==> src/rtl/led_fader_if.sv <==
// Control/status bundle between the clock divider side and the LED fade sequencer.
// The divider side drives cnt/enable; the fader returns PWM drive and status.
interface led_fader_if;
    logic [2:0] cnt;
    logic       enable;
    logic [2:0] rgb;
    logic       step;
    logic [1:0] phase;

    modport master (output cnt, enable, input rgb, step, phase);
    modport slave  (input cnt, enable, output rgb, step, phase);
endinterface

==> src/rtl/led_fader.sv <==
// LED fade sequencer: each change of the divider count is one fade step; the duty
// ramps up, holds and ramps down on one RGB channel at a time, rotating R->G->B.

// One PWM channel: registered compare of the shared counter against the duty.
module led_fader_chan #(
    parameter int PWM_BITS = 8,
    parameter int IDX      = 0
) (
    input  logic                clk,
    input  logic                rst_n,
    input  logic                active,
    input  logic [1:0]          colour,
    input  logic [PWM_BITS-1:0] pwm_cnt,
    input  logic [PWM_BITS-1:0] duty,
    output logic                led
);
    always_ff @(posedge clk or negedge rst_n) begin
        if (!rst_n) led <= 1'b0;
        else        led <= active && (colour == 2'(IDX)) && (pwm_cnt < duty);
    end
endmodule

module led_fader #(
    parameter int PWM_BITS   = 8,
    parameter int FADE_STEP  = 16,
    parameter int HOLD_STEPS = 4
) (
    input  logic      clk,
    input  logic      rst_n,
    led_fader_if.slave bus
);
    typedef enum logic [1:0] {
        IDLE = 2'b00,
        RISE = 2'b01,
        HOLD = 2'b10,
        FALL = 2'b11
    } state_t;

    localparam int HW = (HOLD_STEPS < 1) ? 1 : $clog2(HOLD_STEPS + 1);
    localparam logic [PWM_BITS-1:0] MAX      = {PWM_BITS{1'b1}};
    localparam logic [PWM_BITS:0]   STEP_X   = (PWM_BITS+1)'(FADE_STEP);
    localparam logic [HW-1:0]       HOLD_END = HW'(HOLD_STEPS);

    state_t              state, state_n;
    logic [2:0]          cnt_q;
    logic                step;
    logic [PWM_BITS-1:0] duty, duty_n;
    logic [1:0]          colour, colour_n;
    logic [HW-1:0]       hold_cnt, hold_n;
    logic [PWM_BITS-1:0] pwm_cnt;
    logic [2:0]          rgb_q;
    logic                active;

    logic [PWM_BITS:0]   sum;
    logic [PWM_BITS-1:0] rise_duty, fall_duty;
    logic [HW-1:0]       hold_inc;

    // Any difference from last cycle's count is one step, whatever the jump size.
    always_ff @(posedge clk or negedge rst_n) begin
        if (!rst_n) begin
            cnt_q <= '0;
            step  <= 1'b0;
        end else begin
            cnt_q <= bus.cnt;
            step  <= bus.enable && (bus.cnt != cnt_q);
        end
    end

    always_ff @(posedge clk or negedge rst_n) begin
        if (!rst_n) begin
            state    <= IDLE;
            duty     <= '0;
            colour   <= '0;
            hold_cnt <= '0;
        end else begin
            state    <= state_n;
            duty     <= duty_n;
            colour   <= colour_n;
            hold_cnt <= hold_n;
        end
    end

    always_comb begin
        // Sum is one bit wider so the saturation at MAX never sees a wrapped value.
        sum       = {1'b0, duty} + STEP_X;
        rise_duty = (sum > {1'b0, MAX}) ? MAX : sum[PWM_BITS-1:0];
        fall_duty = ({1'b0, duty} > STEP_X) ? (duty - STEP_X[PWM_BITS-1:0]) : '0;
        hold_inc  = hold_cnt + 1'b1;

        state_n  = state;
        duty_n   = duty;
        colour_n = colour;
        hold_n   = hold_cnt;

        if (!bus.enable) begin
            state_n  = IDLE;
            duty_n   = '0;
            colour_n = '0;
            hold_n   = '0;
        end else begin
            case (state)
                IDLE: begin
                    state_n  = RISE;
                    duty_n   = '0;
                    colour_n = '0;
                    hold_n   = '0;
                end
                RISE: if (step) begin
                    duty_n = rise_duty;
                    if (rise_duty == MAX) begin
                        state_n = HOLD;
                        hold_n  = '0;
                    end
                end
                HOLD: if (step) begin
                    hold_n = hold_inc;
                    if (hold_inc == HOLD_END) state_n = FALL;
                end
                FALL: if (step) begin
                    duty_n = fall_duty;
                    if (fall_duty == '0) begin
                        state_n  = RISE;
                        colour_n = (colour == 2'd2) ? 2'd0 : colour + 2'd1;
                    end
                end
                default: state_n = IDLE;
            endcase
        end
    end

    always_ff @(posedge clk or negedge rst_n) begin
        if (!rst_n) pwm_cnt <= '0;
        else        pwm_cnt <= pwm_cnt + 1'b1;
    end

    assign active = (state != IDLE);

    for (genvar g = 0; g < 3; g++) begin : g_chan
        led_fader_chan #(.PWM_BITS(PWM_BITS), .IDX(g)) u_chan (
            .clk     (clk),
            .rst_n   (rst_n),
            .active  (active),
            .colour  (colour),
            .pwm_cnt (pwm_cnt),
            .duty    (duty),
            .led     (rgb_q[g])
        );
    end

    assign bus.rgb   = rgb_q;
    assign bus.step  = step;
    assign bus.phase = state;
endmodule
==> src/flat_wrapper.sv <==
// flat-port wrapper written by rule: the top's interface ports become plain ports
module led_fader_flat 
#(
    parameter int PWM_BITS   = 8,
    parameter int FADE_STEP  = 16,
    parameter int HOLD_STEPS = 4
)
  (clk, rst_n, bus_cnt, bus_enable, bus_rgb, bus_step, bus_phase);
  led_fader_if bus_i ();
  input  logic clk;
  input  logic rst_n;
  input wire logic [$bits(bus_i.cnt)-1:0] bus_cnt;
  input wire logic [$bits(bus_i.enable)-1:0] bus_enable;
  output wire logic [$bits(bus_i.rgb)-1:0] bus_rgb;
  output wire logic [$bits(bus_i.step)-1:0] bus_step;
  output wire logic [$bits(bus_i.phase)-1:0] bus_phase;
  assign bus_i.cnt = bus_cnt;
  assign bus_i.enable = bus_enable;
  assign bus_rgb = bus_i.rgb;
  assign bus_step = bus_i.step;
  assign bus_phase = bus_i.phase;
  led_fader #(.PWM_BITS(PWM_BITS), .FADE_STEP(FADE_STEP), .HOLD_STEPS(HOLD_STEPS)) u_core (.clk(clk), .rst_n(rst_n), .bus(bus_i));
endmodule
==> config.mk <==
export PLATFORM = sky130hd
export DESIGN_NAME = led_fader_flat
export DESIGN_NICKNAME = d
export VERILOG_FILES = /design/src/rtl/led_fader_if.sv /design/src/rtl/led_fader.sv /design/src/flat_wrapper.sv
export SDC_FILE = /design/constraint.sdc
export NUM_CORES = 1
export LEC_CHECK = 0
export CORE_MARGIN = 8
export CORE_UTILIZATION = 46
export CTS_CLUSTER_DIAMETER = 80
export DETAILED_ROUTE_END_ITERATION = 6
export PLACE_DENSITY = 0.64
export SLEW_MARGIN = 20
export SYNTH_ARGS = -nofsm -noshare
export SYNTH_HDL_FRONTEND = slang
export SYNTH_SLANG_ARGS = --single-unit
==> constraint.sdc <==
create_clock -name clk -period 4.1 [get_ports clk]
set_input_delay 0.82 -clock clk [delete_from_list [all_inputs] [get_ports clk]]
set_output_delay 0.82 -clock clk [all_outputs]
set_load 0.03 [all_outputs]
==> results of run 1 <==
==> per-stage QoR <==
step | instances | setup WS (ns) | hold slack (ns) | util, %
finish | 252 | 1.69 | 0.481 | 52.9
global route | 252 | 1.58 | 0.494 | 52.9
CTS | 252 | 1.67 | 0.488 | 52.9
detailed placement | 244 | 1.70 | 0.476 | 50.6
global placement | 244 | 1.75 | 0.479 | 50.6
floorplan | 191 | 2.09 | 0.448 | -
==> registers in the layout, indices dropped and copies added (netlist names) <==
signal and flops:
u_core.duty 8, u_core.pwm_cnt 8, u_core.cnt_q 3, u_core.g_chan.u_chan.led 3, u_core.hold_cnt 3, u_core.bus.phase 2, u_core.colour 2, u_core.bus.step 1
==> power groups by stage <==
stage          clock, uW  combinational [uW]  sequential [uW]
6_report             242                 436              365
4_1_cts              251                 435              364
3_3_place_gp           0                 419              368
2_1_floorplan          0                 318              374
3_5_place_dp           0                 432              370
5_1_grt              264                 482              371
==> metal layers <==
layer / vias up / share of wire [%] / track usage [%]
met5: - / 0 / 0
met1: 711 / 44 / 16.5
li1: 706 / - / -
met4: 0 / 1.8 / 5.64
met2: 40 / 49 / 20.8
met3: 6 / 5.8 / 4.46
==> area by class of cell <==
type / instances / area, sq um / area share, %
clock buffers: 7 / 86.3 / 4.08
clock inverters: 1 / 5.00 / 0.237
inverters: 19 / 71.3 / 3.37
multi-input cells: 133 / 1020 / 48.3
flip-flops and latches: 30 / 751 / 35.5
well taps: 50 / 62.6 / 2.96
repair buffers: 12 / 118 / 5.56
==> cell usage in the layout (no fill, tap or decap), types with 3 or more instances in the layout <==
master,count
or3_1,3
nand2b_1,3
a2111oi_0,3
a21o_1,5
o21ai_0,8
o21a_1,5
mux2i_1,5
clkbuf_8,6
a21oi_1,7
dfrtp_1,30
o22ai_1,4
nand3_1,9
o31ai_1,3
and3_1,3
ha_1,18
inv_1,17
nand2_1,11
xnor2_1,8
xor2_1,3
a31oi_1,4
nor2_1,8
clkdlybuf4s50_1,11
==> kinds of logic (layout without fill, tap and decap cells) <==
kind of cell               after synthesis  count (layout)
AOI/OAI and AO/OA                       56              56
adders and majority gates               19              19
xor gates and xnor gates                11              11
DFF                                     30              30
muxes                                    5               5
and+or+nand+nor                         42              42
buffers and inverters                   28              39
==> worst paths after layout <==
kind,start,end,slack (ns),cells after the start
worst max-delay path,u_core.bus.step,bus_step,1.69,1
worst min-delay path,u_core.pwm_cnt[7],u_core.pwm_cnt[7],0.48,1
worst max register to register,u_core.duty[4],u_core.hold_cnt[2],1.72,6
worst min register to register,u_core.pwm_cnt[7],u_core.pwm_cnt[7],0.48,1
max in group asynchronous,rst_n,u_core.duty[7],2.90,2
min in group asynchronous,rst_n,u_core.pwm_cnt[6],0.92,2
==> flow_summary.ini, run 1 <==
[placement]
dp.final_hpwl_mm = 2.92
place.gp.congestion = 0.965
dpl_cell_area_sq_um = 2020
port_buffers = 11

[floorplan]
die_w_um = 80.6
io_pins = 12
std_cell_rows = 23
die_h_um = 80.6
die_area_sq_um = 6490
core_area_sq_um = 4000
start_util_pct = 47.9

[pwr]
intPower_uw = 629
peakVddDrop_uv = 205
finalPower_uw = 1040
swShare_pct = 39.7
leakage_uw = 0.000913
seqPwrFrac_pct = 35.0
power.switching_uw = 413
power_density_nw_per_um2 = 493
power.combinational.fraction_pct = 41.8
p_clk_share_pct = 23.2

[sta]
fin_crit_sh_pct = 58.8
setup_tns_ns = 0
slew_headroom_pct = 62.0
drv_slew = 0
setup_viol = 0
period_minus_slack_ns = 2.41
hold_viol = 0
rsz0062_at_grt = false
fin_worst_skew_ns = 0.00661
fmax_mhz = 414
tightest_slew_ns = 0.566

[critical_path]
crit_required_ns = 3.28
crit_chain = clkdlybuf4s50_1
crit_type = flip-flop to output pin
endpoint_kind = output pin
cp_slowest_cell = clkdlybuf4s50_1
path_buf_inv = 1
critical-path-top-delay-family = buffers and inverters
crit_fanout = 10
critical_path.max_stage_delay_ns = 0.76
critPathLaunchType = flip-flop
cp.arrival_ns = 1.59

[outcome]
status = finished clean

[yosys]
synth-xor-area-share_pct = 5.03
synth_area_sq_um = 1920
avgSynthCellArea_sq_um = 10.0
synth-simple-area-share_pct = 11.2
synth_top_area_share_pct = 39.2
synth_top_family_by_area = compound AO/OA/AOI/OAI gates
synth_edf_count = 0
yosysSeqAreaShare_pct = 39.2
ys_top_cells_by_count = 30 x dfrtp_1, 18 x ha_1, 17 x inv_1, 11 x nand2_1, 9 x nand3_1
yosysWarnings = 0
async_reset_ff_share_pct = 100
synth_fp_nets = 215
yosysTopAreaCell = dfrtp_1
synthDistinctLibCells = 45
synth-compound-area-share_pct = 22.2
synth_fa_ha_area_share_pct = 12.3
synth_top_flop_cell = dfrtp_1
synthMuxAreaShare_pct = 2.61
netlist_instances = 191
synth_seq_cells = 30
synthTopCellsByArea = dfrtp_1 39%, ha_1 12%, xnor2_1 3.7%
yosysMostFrequentCell = dfrtp_1

[grt]
antenna_found_initial = 0
grt_usage_pct = 13.4
grt_remaining_overflow = 0
grt_pass1_vias = 1471
grt_pass1_wl_mm = 6.83
grt_max_degree = 31

[routing]
drc_errors = 0
drtIter0Drc = 94
ant_nets = 0
vias = 1463
dr.pass1.iters = 5
vias_per_cell = 5.81
wire_per_inst_um = 15.7
wl_mm = 3.95

[final_layout]
final_layout_size_suffix_gt1_share_pct = 6.93
post-route-cell-area_sq_um = 2120
antenna_cells = 0
fin_nets = 225
syn2layout_area_growth_pct = 10.4
fillers = 359

[cts]
postCtsSetupRepairBufs = 0
cts.path.max_buffers = 2
clock_latency_ns = 0.28
cts_resized = 0
cts_tree = yes
cts.clk_slew.worst_paths_ns = 0.06
htree_num_levels = 2
cts-root-buf = clkbuf_8
cts_hold_buffers = 0
cts_buffers = 5
cts.sinks = 30

[worst_hold_path]
worstHoldPathType = flip-flop to flip-flop

[flow_run]
maxCapViolCount = 0
No activity file was read; power rests on OpenSTA's default activity.
==> run 2, diff against run 1 <==
--- a/config.mk
+++ b/config.mk
@@ -9,7 +9,7 @@
 export CORE_UTILIZATION = 46
 export CTS_CLUSTER_DIAMETER = 80
 export DETAILED_ROUTE_END_ITERATION = 6
-export PLACE_DENSITY = 0.64
+export PLACE_DENSITY = 0.67
 export SLEW_MARGIN = 20
 export SYNTH_ARGS = -nofsm -noshare
 export SYNTH_HDL_FRONTEND = slang
==> constraint.sdc (replaced) <==
create_clock -name clk -period 2.2 [get_ports clk]
set_input_delay 0.44 -clock clk [delete_from_list [all_inputs] [get_ports clk]]
set_output_delay 0.44 -clock clk [all_outputs]
set_load 0.03 [all_outputs]
==> run 2 against run 1 <==
Die area unchanged. Sequential power up 79%. Clock power up 95%. Total power up 96%. Largest power group unchanged. Critical endpoint is now u_core.hold_cnt[0]. Non-clock buffer count up 8.
==> flow_summary.ini, run 2 (same netlist as run 1, synthesis figures left out) <==
[outcome]
status = finished clean

[sta]
slew_headroom_pct = 61.9
setup_tns_ns = 0
fin_worst_skew_ns = 0.00750
setup_viol = 0
hold_viol = 0
timing.hold.ws_ns = 0.492
drv_slew = 0
rsz0062_at_grt = false
tightest_slew_ns = 0.567
fmax_mhz = 483
fin_ws_ns = 0.129
fin_crit_sh_pct = 94.2
period_minus_slack_ns = 2.07

[critical_path]
critPathLaunchType = flip-flop
crit_type = flip-flop to flip-flop
crit_fanout = 6
cp.arrival_ns = 2.23
rr_worst_depth = 7
crit_required_ns = 2.36
endpoint_kind = flip-flop
r2r_start = u_core.duty[4]
r2r_setup_slack_ns = 0.13
timing.rr.end = u_core.hold_cnt[0]

[cts]
cts.clk_slew.worst_paths_ns = 0.07
cts.path.max_buffers = 2
cts-root-buf = clkbuf_8
cts_hold_buffers = 0
cts.sinks = 30
htree_num_levels = 2
clock_latency_ns = 0.29
cts_tree = yes
cts_buffers = 5

[grt]
grt_remaining_overflow = 0
antenna_found_initial = 0
grt_pass1_wl_mm = 6.85
grt_usage_pct = 13.4
grtUsageMet3_pct = 3.91
grt_pass1_vias = 1443
grt_max_degree = 31
grt_util_met1_pct = 16.6
use_met2_pct = 21.2
top_usage_layer = met2

[worst_hold_path]
min_from = u_core.pwm_cnt[7]
min_to = u_core.pwm_cnt[7]
whs_path_depth = 1
worstHoldPathType = flip-flop to flip-flop

[final_layout]
final_layout_size_suffix_gt1_share_pct = 11.9
fillers = 356
layout_common_cells = 30 x dfrtp_1, 17 x inv_1, 17 x ha_1
syn2layout_area_growth_pct = 14.6
final_common_cell = dfrtp_1
antenna_cells = 0
fin_nets = 233
reg.largest.list = u_core.duty (8), u_core.pwm_cnt (8)

[pwr]
power_density_nw_per_um2 = 932
peakVddDrop_uv = 386
leakage_uw = 0.000956

[flow_run]
maxCapViolCount = 0

[placement]
place_ws_ns = 0.0962
port_buffers = 11
dp.final_hpwl_mm = 3.01
place.gp.congestion = 0.877

[floorplan]
io_pins = 12
core_area_sq_um = 4000
std_cell_rows = 23
start_util_pct = 47.9
die_w_um = 80.6
die_h_um = 80.6
die_area_sq_um = 6490

[routing]
drc_errors = 0
ant_nets = 0
vias_per_cell = 5.70
drtIter0Drc = 86
wl_mm = 4.05
wire_per_inst_um = 15.6
vias = 1482
dr.pass1.iters = 5
[run 2: changes by cell type in the layout (fill, tap and decap cells not counted)]
cell | previous run | this run
clkinvlp_4 | 0 | 1
a2111oi_1 | 1 | 0
ha_4 | 0 | 1
ha_1 | 18 | 17
clkbuf_1 | 1 | 0
a2111oi_2 | 0 | 1
buf_4 | 1 | 9
[run 2: how the worst max path moves through the flow]
stage	slack, ns	start	endpoint
finish	0.13	u_core.duty[4]	u_core.hold_cnt[0]
floorplan	0.19	u_core.duty[4]	u_core.bus.phase[0]
global placement	0.18	u_core.duty[5]	u_core.bus.phase[0]
global route	0.03	u_core.duty[4]	u_core.hold_cnt[2]
CTS	0.08	u_core.duty[5]	u_core.hold_cnt[0]
detailed placement	0.1	u_core.duty[5]	u_core.hold_cnt[0]
[run 2: per-stage QoR]
step / total power (uW) / area (sq um) / util, % / instances
floorplan: 1290 / 1920 / - / 191
global placement: 1520 / 2080 / 51.9 / 251
detailed placement: 1530 / 2080 / 51.9 / 251
CTS: 2010 / 2170 / 54.3 / 259
global route: 2180 / 2200 / 54.9 / 260
finish: 2050 / 2200 / 54.9 / 260
[run 2: power by group]
part / internal (uW) / leakage (uW) / switching (uW)
clock: 251 / 0.0000472 / 222
combinational: 382 / 0.000517 / 539
sequential: 606 / 0.000391 / 47.8
[run 2: metal layers]
| metal | vias to the layer above | share of wire [%] |
|---|---|---|
| li1 | 717 | - |
| met1 | 719 | 47 |
| met2 | 39 | 47 |
| met3 | 7 | 4.0 |
| met4 | 0 | 1.7 |
| met5 | - | 0 |
[run 2: critical path, cell delays in order (launching register included)]
cell and delay (ns):
dfrtp_1 0.34, inv_1 0.13, ha_1 0.23, or3b_4 0.40, a2111oi_4 0.38, o22ai_2 0.17, a21boi_1 0.20, mux2i_1 0.11
[run 2: repair_timing]
item                                    CTS  global route
buffers inserted                          0             1
endpoints found under the setup margin    0             6
resized for setup                         0             2
[run 2: layout make-up]
type,instances,area [sq um],area share (%)
Multi-Input combinational cell,133,1040,47.3
Timing Repair Buffer,20,178,8.09
Sequential cell,30,751,34.2
Clock inverter,2,12.5,0.569
Tap cell,50,62.6,2.85
Inverter,19,71.3,3.25
Clock buffer,6,82.6,3.76
==> run 3, diff against run 2 <==
--- a/config.mk
+++ b/config.mk
@@ -10,7 +10,7 @@
 export CTS_CLUSTER_DIAMETER = 80
 export DETAILED_ROUTE_END_ITERATION = 6
 export PLACE_DENSITY = 0.67
-export SLEW_MARGIN = 20
+export REMOVE_ABC_BUFFERS = 1
 export SYNTH_ARGS = -nofsm -noshare
 export SYNTH_HDL_FRONTEND = slang
 export SYNTH_SLANG_ARGS = --single-unit
==> run 3 against run 2 <==
Clock power is 4% lower. Final cell count is the same. Flip-flop and latch count stayed put. Clock skew is 0.0041 ns lower. Critical path depth unchanged. Hold slack gained 0.0011 ns. Combinational power rose by 1%. Via count increased by 1.1%. Final area unchanged. Worst setup slack better by 0.025 ns. Utilization unchanged. Critical endpoint is now u_core.bus.phase[0].
==> flow_summary.ini, run 3 (same netlist as run 1, synthesis figures left out) <==
[sta]
rsz0062_at_grt = false
fin_crit_sh_pct = 93.0
fmax_mhz = 489
slew_headroom_pct = 62.7
timing.hold.ws_ns = 0.493
drv_slew = 0
setup_tns_ns = 0
setup_viol = 0
hold_viol = 0
period_minus_slack_ns = 2.05
tightest_slew_ns = 0.554
fin_worst_skew_ns = 0.00343

[placement]
placedCellCount = 251
port_buffers = 11
dp.final_hpwl_mm = 3.19
place.gp.congestion = 0.945
dpl_cell_area_sq_um = 2080

[floorplan]
std_cell_rows = 23
die_w_um = 80.6
die_h_um = 80.6
start_util_pct = 47.9
die_area_sq_um = 6490
io_pins = 12
core_area_sq_um = 4000

[grt]
use_met2_pct = 22.5
grt_util_met1_pct = 17.7
antenna_found_initial = 0
grt_remaining_overflow = 0
grt_max_degree = 31
grt_pass1_wl_mm = 7.25
grt_pass1_vias = 1516
grtUsageMet3_pct = 4.35
top_usage_layer = met2
grt_usage_pct = 14.3

[critical_path]
crit_type = flip-flop to flip-flop
critPathLaunchType = flip-flop
crit_required_ns = 2.36
crit_fanout = 5
endpoint_kind = flip-flop
cp.arrival_ns = 2.21

[final_layout]
antenna_cells = 0
instances_no_fill = 260
layout_common_cells = 30 x dfrtp_1, 17 x inv_1, 17 x ha_1
syn2layout_area_growth_pct = 14.6
post-route-cell-area_sq_um = 2200
fin_nets = 233
final_common_cell = dfrtp_1
final_layout_size_suffix_gt1_share_pct = 11.9
reg.largest.list = u_core.duty (8), u_core.pwm_cnt (8)
fillers = 359

[worst_hold_path]
worstHoldPathType = flip-flop to flip-flop

[routing]
dr.pass1.iters = 4
wl_mm = 4.15
vias_per_cell = 5.76
ant_nets = 0
vias = 1498
drc_errors = 0
drtIter0Drc = 139
wire_per_inst_um = 15.9

[cts]
cts_buffers = 5
clock_latency_ns = 0.28
cts.path.max_buffers = 2
htree_num_levels = 2
cts_tree = yes
cts.sinks = 30
cts_hold_buffers = 0
cts.clk_slew.worst_paths_ns = 0.06
cts-root-buf = clkbuf_8

[pwr]
leakage_uw = 0.000957
intPower_uw = 1250
swShare_pct = 39.1
power.combinational.fraction_pct = 45.6
seqPwrFrac_pct = 32.1
power_density_nw_per_um2 = 932
p_clk_share_pct = 22.3
peakVddDrop_uv = 536
power.switching_uw = 801

[outcome]
status = finished clean

[flow_run]
maxCapViolCount = 0
run 3: final timing paths:
check	startpoint	endpoint	slack, ns	cells after the start
max reg2reg	u_core.duty[5]	u_core.bus.phase[0]	0.15	7
min reg2reg	u_core.pwm_cnt[0]	u_core.pwm_cnt[0]	0.49	1
min	u_core.pwm_cnt[0]	u_core.pwm_cnt[0]	0.49	1
min in group asynchronous	rst_n	u_core.g_chan[0].u_chan.led	0.55	2
max	u_core.duty[5]	u_core.bus.phase[0]	0.15	7
max in group asynchronous	rst_n	u_core.cnt_q[2]	1.37	2
run 3: stage by stage:
step / setup slack, ns / util [%] / power (uW)
floorplan: 0.181 / - / 1250
global placement: 0.191 / 51.9 / 1510
detailed placement: 0.105 / 51.9 / 1540
CTS: 0.0937 / 54.2 / 2010
global route: 0.00577 / 54.9 / 2190
finish: 0.154 / 54.9 / 2050
run 3: repair_timing:
action | in CTS | in global routing
buffers inserted | 0 | 1
gates resized for setup | 0 | 3
setup endpoints to repair | 0 | 6
run 3: worst max-delay path: stages, from the launching register on:
cell and delay [ns]:
dfrtp_1 0.40, inv_1 0.13, ha_4 0.31, nand4_1 0.19, a2111oi_4 0.42, o22ai_2 0.18
o2bb2ai_2 0.17, mux2i_1 0.13
run 3: power groups by stage:
stage                     Sequential, uW  Clock, uW  Combinational, uW
after floorplan                      721          0                533
after global placement               660          0                854
after detailed placement             668          0                873
after CTS                            658        472                881
after global routing                 666        493               1030
final                                658        456                933
run 3: routing by layer:
metal | part of all wire (%) | wire, um
met5 | 0 | 0
met4 | 1.6 | 67
met3 | 6.8 | 283
met2 | 47 | 1940
met1 | 45 | 1850
run 3: cell type report:
class | instances | area [sq um] | area share [%]
multi-input cells | 133 | 1040 | 47.5
flip-flops and latches | 30 | 751 | 34.2
repair buffers | 20 | 178 | 8.09
clock buffers | 7 | 86.3 | 3.93
inverters | 19 | 71.3 | 3.25
well taps | 50 | 62.6 | 2.85
clock inverters | 1 | 5.00 | 0.228
